`src/rtl/mmio_bridge_n.sv`:
```
// mmio_bridge_n: address decode and load/store steering between a core and
// data memory plus N_DEV timer-class device windows, with alignment/access
// exception codes, registered load return with sign/zero extension, and an
// edge-triggered interrupt pending register packed into hw_int.
// Optional build macro: MMIO_BRIDGE_IRQ_SYNC_EN adds a 2-flop synchronizer
// on irq/ext_int ahead of the edge detector.
module mmio_bridge_n #(
  parameter int unsigned N_DEV    = 2,
  parameter logic [31:0] DM_TOP   = 32'h0000_2fff,
  parameter logic [31:0] DEV_BASE = 32'h0000_7f00,
  parameter int unsigned RO_WORD  = 2
) (
  input  logic                 clk,
  input  logic                 reset_n,
  input  logic [31:0]          addr,
  input  logic [31:0]          wdata,
  input  logic [2:0]           sop,
  input  logic [2:0]           lop,
  input  logic                 int_req,
  input  logic                 respond,
  input  logic [31:0]          dm_rdata,
  input  logic [32*N_DEV-1:0]  dev_rdata,
  output logic [31:0]          dm_addr,
  output logic [3:0]           dm_byteen,
  output logic [31:0]          dm_wdata,
  output logic [N_DEV-1:0]     dev_we,
  output logic [31:0]          dev_wdata,
  output logic [31:0]          rdata,
  output logic                 rd_valid,
  output logic [4:0]           exc_code,
  input  logic [N_DEV-1:0]     irq,
  input  logic                 ext_int,
  input  logic [N_DEV:0]       irq_ack,
  output logic [5:0]           hw_int
);

  localparam logic [2:0] OP_NONE = 3'd0;
  localparam logic [2:0] ST_SW   = 3'd1;
  localparam logic [2:0] ST_SH   = 3'd2;
  localparam logic [2:0] ST_SB   = 3'd3;
  localparam logic [2:0] LD_LW   = 3'd1;
  localparam logic [2:0] LD_LH   = 3'd2;
  localparam logic [2:0] LD_LHU  = 3'd3;
  localparam logic [2:0] LD_LB   = 3'd4;
  localparam logic [2:0] LD_LBU  = 3'd5;

  logic             dm_hit_s;
  logic [N_DEV-1:0] win_hit_s;
  logic [1:0]       win_idx_s;
  logic             any_win_s;
  logic             ld_bad_s;
  logic             st_bad_s;
  logic             ld_go_s;
  logic             rd_valid_r;
  logic             src_dm_r;
  logic [1:0]       src_idx_r;
  logic [1:0]       off_r;
  logic [2:0]       lop_r;
  logic [31:0]      word_s;
  logic [31:0]      byte_sh_s;
  logic [31:0]      half_sh_s;
  logic [N_DEV:0]   lines_s;
  logic [N_DEV:0]   edge_src_s;
  logic [N_DEV:0]   line_d_r;
  logic [N_DEV:0]   pend_r;

  // Address decode: data memory range and one hit bit per device window.
  always_comb begin
    dm_hit_s  = (addr <= DM_TOP);
    win_hit_s = {N_DEV{1'b0}};
    win_idx_s = 2'd0;
    for (int i = 0; i < N_DEV; i++) begin
      win_hit_s[i] = (addr >= (DEV_BASE + 32'(16 * i))) &&
                     (addr <= (DEV_BASE + 32'(16 * i + 11)));
      win_idx_s    = win_hit_s[i] ? 2'(i) : win_idx_s;
    end
    any_win_s = |win_hit_s;
  end

  // Access-fault classification; load faults take priority over store faults.
  always_comb begin
    ld_bad_s = 1'b0;
    st_bad_s = 1'b0;
    if (lop != OP_NONE) begin
      ld_bad_s = (!dm_hit_s && !any_win_s) ||
                 (any_win_s && (lop != LD_LW)) ||
                 ((lop == LD_LW) && (addr[1:0] != 2'b00)) ||
                 (((lop == LD_LH) || (lop == LD_LHU)) && addr[0]);
    end else begin
      ld_bad_s = 1'b0;
    end
    if (sop != OP_NONE) begin
      st_bad_s = (!dm_hit_s && !any_win_s) ||
                 (any_win_s && (sop != ST_SW)) ||
                 ((sop == ST_SW) && (addr[1:0] != 2'b00)) ||
                 ((sop == ST_SH) && addr[0]) ||
                 (any_win_s && (addr[3:2] == 2'(RO_WORD)));
    end else begin
      st_bad_s = 1'b0;
    end
    if (ld_bad_s) begin
      exc_code = 5'd4;
    end else if (st_bad_s) begin
      exc_code = 5'd5;
    end else begin
      exc_code = 5'd0;
    end
    ld_go_s = (lop != OP_NONE) && !ld_bad_s && !st_bad_s;
  end

  // Store steering: memory byte lanes, replicated write data, device write enables.
  always_comb begin
    dm_addr   = respond ? 32'h0000_7f20 : addr;
    dm_byteen = 4'h0;
    dev_wdata = wdata;
    case (sop)
      ST_SH:   dm_wdata = {2{wdata[15:0]}};
      ST_SB:   dm_wdata = {4{wdata[7:0]}};
      default: dm_wdata = wdata;
    endcase
    if (!reset_n) begin
      dm_byteen = 4'h0;
    end else if (respond) begin
      dm_byteen = 4'hf;
    end else if (int_req || (exc_code != 5'd0) || !dm_hit_s) begin
      dm_byteen = 4'h0;
    end else begin
      case (sop)
        ST_SW:   dm_byteen = 4'hf;
        ST_SH:   dm_byteen = addr[1] ? 4'b1100 : 4'b0011;
        ST_SB:   dm_byteen = 4'b0001 << addr[1:0];
        default: dm_byteen = 4'h0;
      endcase
    end
    dev_we = {N_DEV{1'b0}};
    for (int i = 0; i < N_DEV; i++) begin
      dev_we[i] = reset_n && (sop == ST_SW) && win_hit_s[i] && !int_req &&
                  (exc_code == 5'd0);
    end
  end

  // Load capture: remember source, byte offset and op for next-cycle return.
  always_ff @(posedge clk or negedge reset_n) begin
    if (!reset_n) begin
      rd_valid_r <= 1'b0;
      src_dm_r   <= 1'b0;
      src_idx_r  <= 2'd0;
      off_r      <= 2'd0;
      lop_r      <= 3'd0;
    end else begin
      rd_valid_r <= ld_go_s;
      if (ld_go_s) begin
        src_dm_r  <= dm_hit_s;
        src_idx_r <= win_idx_s;
        off_r     <= addr[1:0];
        lop_r     <= lop;
      end else begin
        src_dm_r  <= src_dm_r;
        src_idx_r <= src_idx_r;
        off_r     <= off_r;
        lop_r     <= lop_r;
      end
    end
  end

  // Load return: pick the live source word and extend per the captured op.
  always_comb begin
    word_s = dm_rdata;
    if (!src_dm_r) begin
      for (int i = 0; i < N_DEV; i++) begin
        word_s = (src_idx_r == 2'(i)) ? dev_rdata[32*i +: 32] : word_s;
      end
    end else begin
      word_s = dm_rdata;
    end
    byte_sh_s = word_s >> {off_r, 3'b000};
    half_sh_s = word_s >> {off_r[1], 4'b0000};
    rdata     = 32'h0;
    if (rd_valid_r) begin
      case (lop_r)
        LD_LH:   rdata = {{16{half_sh_s[15]}}, half_sh_s[15:0]};
        LD_LHU:  rdata = {16'h0, half_sh_s[15:0]};
        LD_LB:   rdata = {{24{byte_sh_s[7]}}, byte_sh_s[7:0]};
        LD_LBU:  rdata = {24'h0, byte_sh_s[7:0]};
        default: rdata = word_s;
      endcase
    end else begin
      rdata = 32'h0;
    end
    rd_valid = rd_valid_r;
  end

  assign lines_s = {ext_int, irq};

`ifdef MMIO_BRIDGE_IRQ_SYNC_EN
  logic [N_DEV:0] sync1_r;
  logic [N_DEV:0] sync2_r;

  // Two-stage synchronizer for asynchronous interrupt lines.
  always_ff @(posedge clk or negedge reset_n) begin
    if (!reset_n) begin
      sync1_r <= {(N_DEV+1){1'b0}};
      sync2_r <= {(N_DEV+1){1'b0}};
    end else begin
      sync1_r <= lines_s;
      sync2_r <= sync1_r;
    end
  end

  assign edge_src_s = sync2_r;
`else
  assign edge_src_s = lines_s;
`endif

  // Rising-edge detect and pending latch; a new edge beats a same-cycle ack.
  always_ff @(posedge clk or negedge reset_n) begin
    if (!reset_n) begin
      line_d_r <= {(N_DEV+1){1'b0}};
      pend_r   <= {(N_DEV+1){1'b0}};
    end else begin
      line_d_r <= edge_src_s;
      pend_r   <= (pend_r & ~irq_ack) | (edge_src_s & ~line_d_r);
    end
  end

  // Pack pending bits from bit 0 of the 6-bit interrupt vector.
  always_comb begin
    hw_int          = 6'b000000;
    hw_int[N_DEV:0] = pend_r;
  end

endmodule

```
`config.mk`:
```
export PLATFORM = sky130hd
export DESIGN_NAME = mmio_bridge_n
export DESIGN_NICKNAME = d
export VERILOG_FILES = /design/src/rtl/mmio_bridge_n.sv
export SDC_FILE = /design/constraint.sdc
export NUM_CORES = 1
export LEC_CHECK = 0
export CORE_AREA = 3 3 125 127
export DETAILED_ROUTE_END_ITERATION = 6
export DIE_AREA = 0 0 128 130
export GPL_TIMING_DRIVEN = 0
export PLACE_DENSITY = 0.61
export REMOVE_ABC_BUFFERS = 1
export SLEW_MARGIN = 20
export SYNTH_ARGS = -nofsm -noshare
export SYNTH_HDL_FRONTEND = slang
export SYNTH_SLANG_ARGS = --single-unit
```
`constraint.sdc`:
```
create_clock -name clk -period 3.6 [get_ports clk]
set_input_delay 0.9 -clock clk [delete_from_list [all_inputs] [get_ports clk]]
set_output_delay 0.9 -clock clk [all_outputs]
set_load 0.03 [all_outputs]
```
# Word-level counts from Yosys, hierarchy flattened
# Index checks and enable logic that the tools add are counted.
[word_totals]
regBits = 15
inputBits = 176
output_inout_bits = 146
[op_classes]
magnitude_cmp = 5
n_eq_ne = 14
shift = 3
muxes = 17
bitwise_logic = 5
reduce_logical = 41
[op_table]
columns = ["operator", "n"]
rows = [
  ["$mux W32", 5],
  ["$pmux W32 S4", 1],
  ["$ge A32 B15 Y1 const B", 2],
  ["$le A32 B15 Y1 const B", 2],
  ["$pmux W32 S2", 1],
  ["$le A32 B14 Y1 const B", 1],
  ["$shr A32 B5 Y16", 1],
  ["$shr A32 B5 Y8", 1],
  ["$logic_and A1 B1 Y1", 19],
  ["$eq A3 B2 Y1 const B", 6],
  ["$mux W4", 4],
  ["$pmux W4 S3", 1],
  ["$logic_or A1 B1 Y1", 10],
  ["$and A3 B3 Y3", 2],
  ["$eq A3 B1 Y1 const B", 2],
  ["$eq A3 B3 Y1 const B", 2],
  ["$mux W3", 2],
  ["$ne A3 B1 Y1 const B", 2],
  ["$not A3 Y3", 2],
  ["$reduce_bool A3 Y1", 2],
  ["$logic_not A1 Y1", 5],
  ["$logic_not A5 Y1", 1],
  ["$reduce_bool A5 Y1", 1],
  ["$shl A1 B2 Y4 const A", 1],
  ["7 further kinds", 9],
]

# Longest topological paths before layout
[logic_depth]
depth_word = 18
ltp_mapped = 8
mapped_depth_nobuf = 5

# Least setup slack after synthesis
# No wires, ideal clock.
[synth_timing]
kind = "input to output"
from = "input port addr[22]"
to = "output port dm_byteen[0]"
t_arrival_ps = 2742
t_required_ps = 2700
slack_ps = -42
path_stages = 5
n_path_buf = 0
cell_sequence = "nor4_1 -> and4_1 -> nand4_1 -> or4_1 -> o21ai_0"
[synth_between]
elab_chain_len = 18
[synth_rtl]
columns = ["item", "line_no", "rtl"]
rows = [
  ["start, declared", "15", "input logic [31:0] addr,"],
  ["$ge A32 B15 Y1 or $le A32 B15 Y1 (tied branches)", "73, 74", ""],
  ["$logic_and A1 B1 Y1", "73", "win_hit_s[i] = (addr >= (DEV_BASE + 32'(16 * i))) &&"],
  ["$reduce_or A2 Y1", "77", "any_win_s = |win_hit_s;"],
  ["$logic_not A1 Y1", "85, 93", ""],
  ["$logic_and A1 B1 Y1", "85, 93", ""],
  ["$logic_or A1 B1 Y1", "93", "st_bad_s = (!dm_hit_s && !any_win_s) ||"],
  ["$logic_or A1 B1 Y1", "94", "(any_win_s && (sop != ST_SW)) ||"],
  ["$logic_or A1 B1 Y1", "95", "((sop == ST_SW) && (addr[1:0] != 2'b00)) ||"],
  ["(+2 left out)", "--", ""],
  ["$mux W3", "103", "end else if (st_bad_s) begin"],
  ["$mux W3", "101", "if (ld_bad_s) begin"],
  ["$reduce_bool A5 Y1", "125", "end else if (int_req || (exc_code != 5'd0) || !dm_hit_s) begin"],
  ["$logic_or A1 B1 Y1", "125", ""],
  ["$logic_or A1 B1 Y1 *", "125", ""],
  ["$mux W4 *", "125", ""],
  ["$mux W4 *", "123", "end else if (respond) begin"],
  ["$mux W4 *", "121", "if (!reset_n) begin"],
  ["end, declared", "24", "output logic [3:0] dm_byteen,"],
]
# Mark *: on every way between the ends. The rest lies on a longest branch, timed or not.

# Final worst setup path
[layout_timing]
from = "input port dev_rdata[23]"
to = "output port rdata[20]"
[layout_between]
elab_chain_len = 6
[layout_rtl]
columns = ["item", "line_no", "rtl"]
rows = [
  ["start, declared", "22", "input logic [32*N_DEV-1:0] dev_rdata,"],
  ["$mux W32 (2 in a row)", "171", "word_s = (src_idx_r == 2'(i)) ? dev_rdata[32*i +: 32] : word_s;"],
  ["$mux W32", "169", "if (!src_dm_r) begin"],
  ["$shr A32 B5 Y8", "176", "byte_sh_s = word_s >> {off_r, 3'b000};"],
  ["$pmux W32 S4", "180", "case (lop_r)"],
  ["$mux W32", "179", "if (rd_valid_r) begin"],
  ["end, declared", "28", "output logic [31:0] rdata,"],
]
# Every way passes these cells.

==> impl_results.md <==
- Largest net degree at the start of global routing: 46
- Initial antenna violation count: 1
- Cells after synthesis: ~460
- Post-synthesis sequential area ratio: approximately a tenth
- Element type at the critical path start: input port
- CP Data Required Time: ~2.7 ns
- Sw Share: 36.9%
- Pint: 0.000670 W
- LEAKAGE: around 2.7 nW
- Post-route setup TNS: -0.276 ns
- Die X: roughly 130 um
- Clk sinks: 14
- Routed via count: approximately 4500
- Vias in the first global route: 4621
- Pre-CTS WS: -1.43 ns
- GP Congestion: 0.832
- Drt drc: 0
- Crit path capture type: output pin
- Root buffer cell: clkbuf_16
- CTS tree: yes
- Top_reg_cell synth: dfrtp_1
- 1st-iter DRT viols: 199
- Reg2reg path depth: 3
- Register share of total power: around 16%
- Initial core utilization: between 20% and 30%
- PnR worst setup slack: -0.0438 ns
- Hold Crit Class: reg -> reg
- Total grt overflow: 0
- Post-DP HPWL: roughly 14 mm
- Worst Path Arrival: 2.74 ns
- DP Area: around 0.0063 mm^2
- Nets: 907
- Most frequent cells after synthesis: buf_4, o21ai_0, mux2i_1, nor2_1, nand2_1
- Drt total wl: about 17 mm
- Mean Syn Cell Area: about 7.3 um^2
- Max FO, Critical Path: 8
- Die area: between 0.015 and 0.02 mm^2
- I/O Buffers: about 320
- Synth area leaders: mux2i_1, dfrtp_1, buf_4
- Share of cells above drive strength 1: ~24%
- Hold WS: 0.419 ns
- Worst skew pair latency: roughly 0.24 ns
- Worst r2r src: src_dm_r$_DFFE_PN0P_
- First drt pass iteration count: 4
- Cell area after synthesis: approximately 0.0034 mm^2
- Status: finished, violations left
- Clock buffer depth: 2
- EDFF count, synth: 0
- Io pins: around 320
- First-pass GRT wire length: roughly 25 mm
- Max VDD drop: 0.000113 V
- Drt via density: 4.87
- PD cells: 158 mW/mm^2
- Crit path kind: in -> out
- Synthesis-stage register bit count: 14
- Max-slew violation count: 0
- Worst-Margin Slew: ~0.73 ns
- Core ar.: ~0.015 mm^2
- Crit path to: rdata[20]
- Period utilization: 101%
- Final Setup Violations: 10
- Yosys top cell area share: between 10% and 20%
- Netlist cell types: 60
- Violated checks: setup timing
- Yosys warns: 0
- Post-DRT Antenna Nets: 0
- Fmax achieved: between 0.2 and 0.3 GHz
- Critical Path Start: dev_rdata[23]
- Post-route cell area: 0.00673 mm^2
- Sw power: between 0.0003 and 0.0004 W
- RR Endpoint: src_dm_r$_DFFE_PN0P_
- Gate power share: a little over three fifths
- Ys async rst share: 100%
- Clock-pin slew on the worst setup and hold paths: 0.04 ns
- Number of CTS-inserted buffers: 3
- Rows: 44
- Setup Skew: around 0.000074 ns
- RSZ-0062 raised after global routing: true
- H-Tree Depth: 1
- Count leader, synth: buf_4
- Yosys top cell by area: mux2i_1
- Hold Vio Cnt, Final: 0
- Clock power share: between 20% and 30%
- Final min period: between 3 and 4 ns
- Overall Global Routing Usage: 18.8%
- Area Overhead vs Synth: 99.9%
- Core Util, Final: 46.3%
- WL/cell: roughly 19 um
- Max Cap Viol: 0
- Die height: between 100 and 150 um
- Slew margin rel.: approximately 50%
- R2r setup slk: 2.37 ns
[final cells by class]
class,instances,area (um^2)
diodes,1,2.50
flip-flops and latches,14,354
inverters,16,60.1
fillers,1461,7810
repair buffers,337,3230
well taps,184,230
multi-input cells,359,2760
clock buffers,4,88.8
[stage by stage]
stage / total power, W / cells
3_3_place_gp: 0.000826 / 888
5_1_grt: 0.00112 / 915
4_1_cts: 0.00107 / 910
2_1_floorplan: 0.000387 / 389
6_report: 0.00106 / 915
3_5_place_dp: 0.000829 / 890
[registers in the layout (all words and copies together), names as in the netlist]
name	count
line_d_r	3
lop_r	3
pend_r	3
off_r	2
rd_valid	1
src_dm_r	1
src_idx_r	1
[worst max-delay path: stages]
cell	delay, ns
buf_6	0.09
mux2_4	0.27
mux4_2	0.50
nor3b_4	0.19
o311ai_4	0.31
buf_6	0.25
a21oi_4	0.06
buf_6	0.18
[what timing repair did]
action	4_1_cts	5_1_grt
cloned	1	0
setup buffers	15	5
gates resized for setup	328	90
hold buffers	0	0
pin swaps	19	22
endpoints found under the setup margin	96	56
[routing by layer]
metal | wire, um | GRT usage, % | vias to the layer above
met5 | 0 | 0 | -
met4 | 284 | 4.37 | 0
met3 | 1610 | 5.28 | 14
met2 | 8850 | 35.8 | 209
met1 | 6360 | 20.7 | 2082
li1 | - | - | 2148
[worst min path at each step]
stage,from,end,slack (ns),cells after the start
after floorplan,line_d_r[0]$_DFF_PN0_,pend_r[0]$_DFF_PN0_,0.40,1
after global placement,line_d_r[0]$_DFF_PN0_,pend_r[0]$_DFF_PN0_,0.41,1
after detailed placement,line_d_r[2]$_DFF_PN0_,pend_r[2]$_DFF_PN0_,0.41,1
after CTS,line_d_r[2]$_DFF_PN0_,pend_r[2]$_DFF_PN0_,0.42,1
after global routing,line_d_r[2]$_DFF_PN0_,pend_r[2]$_DFF_PN0_,0.43,1
final,line_d_r[2]$_DFF_PN0_,pend_r[2]$_DFF_PN0_,0.42,1
[power by group through the flow]
stage / Clock, W / Combinational [W] / Sequential, W
2_1_floorplan: 0 / 0.000213 / 0.000173
3_3_place_gp: 0 / 0.000659 / 0.000167
3_5_place_dp: 0 / 0.000662 / 0.000167
4_1_cts: 0.000234 / 0.000669 / 0.000165
5_1_grt: 0.000244 / 0.000708 / 0.000165
6_report: 0.000227 / 0.000670 / 0.000165
[cells in the final DEF (no fill, tap or decap), types with 8 or more instances in the layout]
master,count
nand2_1,38
clkbuf_2,20
clkdlybuf4s50_1,227
buf_4,23
nor2b_1,26
or2_2,8
buf_6,27
o21ai_0,37
buf_2,8
nor2_1,38
o22ai_1,12
mux2i_1,40
dlygate4sd2_1,16
a21oi_1,14
inv_1,14
mux2_2,26
dfrtp_1,11
[cell families after synthesis]
family	after synthesis	synth area share [%]
flip-flops	14	10.4
buffers and inverters	90	16.0
AND/OR/NAND/NOR	152	23.7
multiplexers	75	24.8
other	1	0.111
AO/OA/AOI/OAI	126	25.1
No activity file was read; power rests on OpenSTA's default activity.
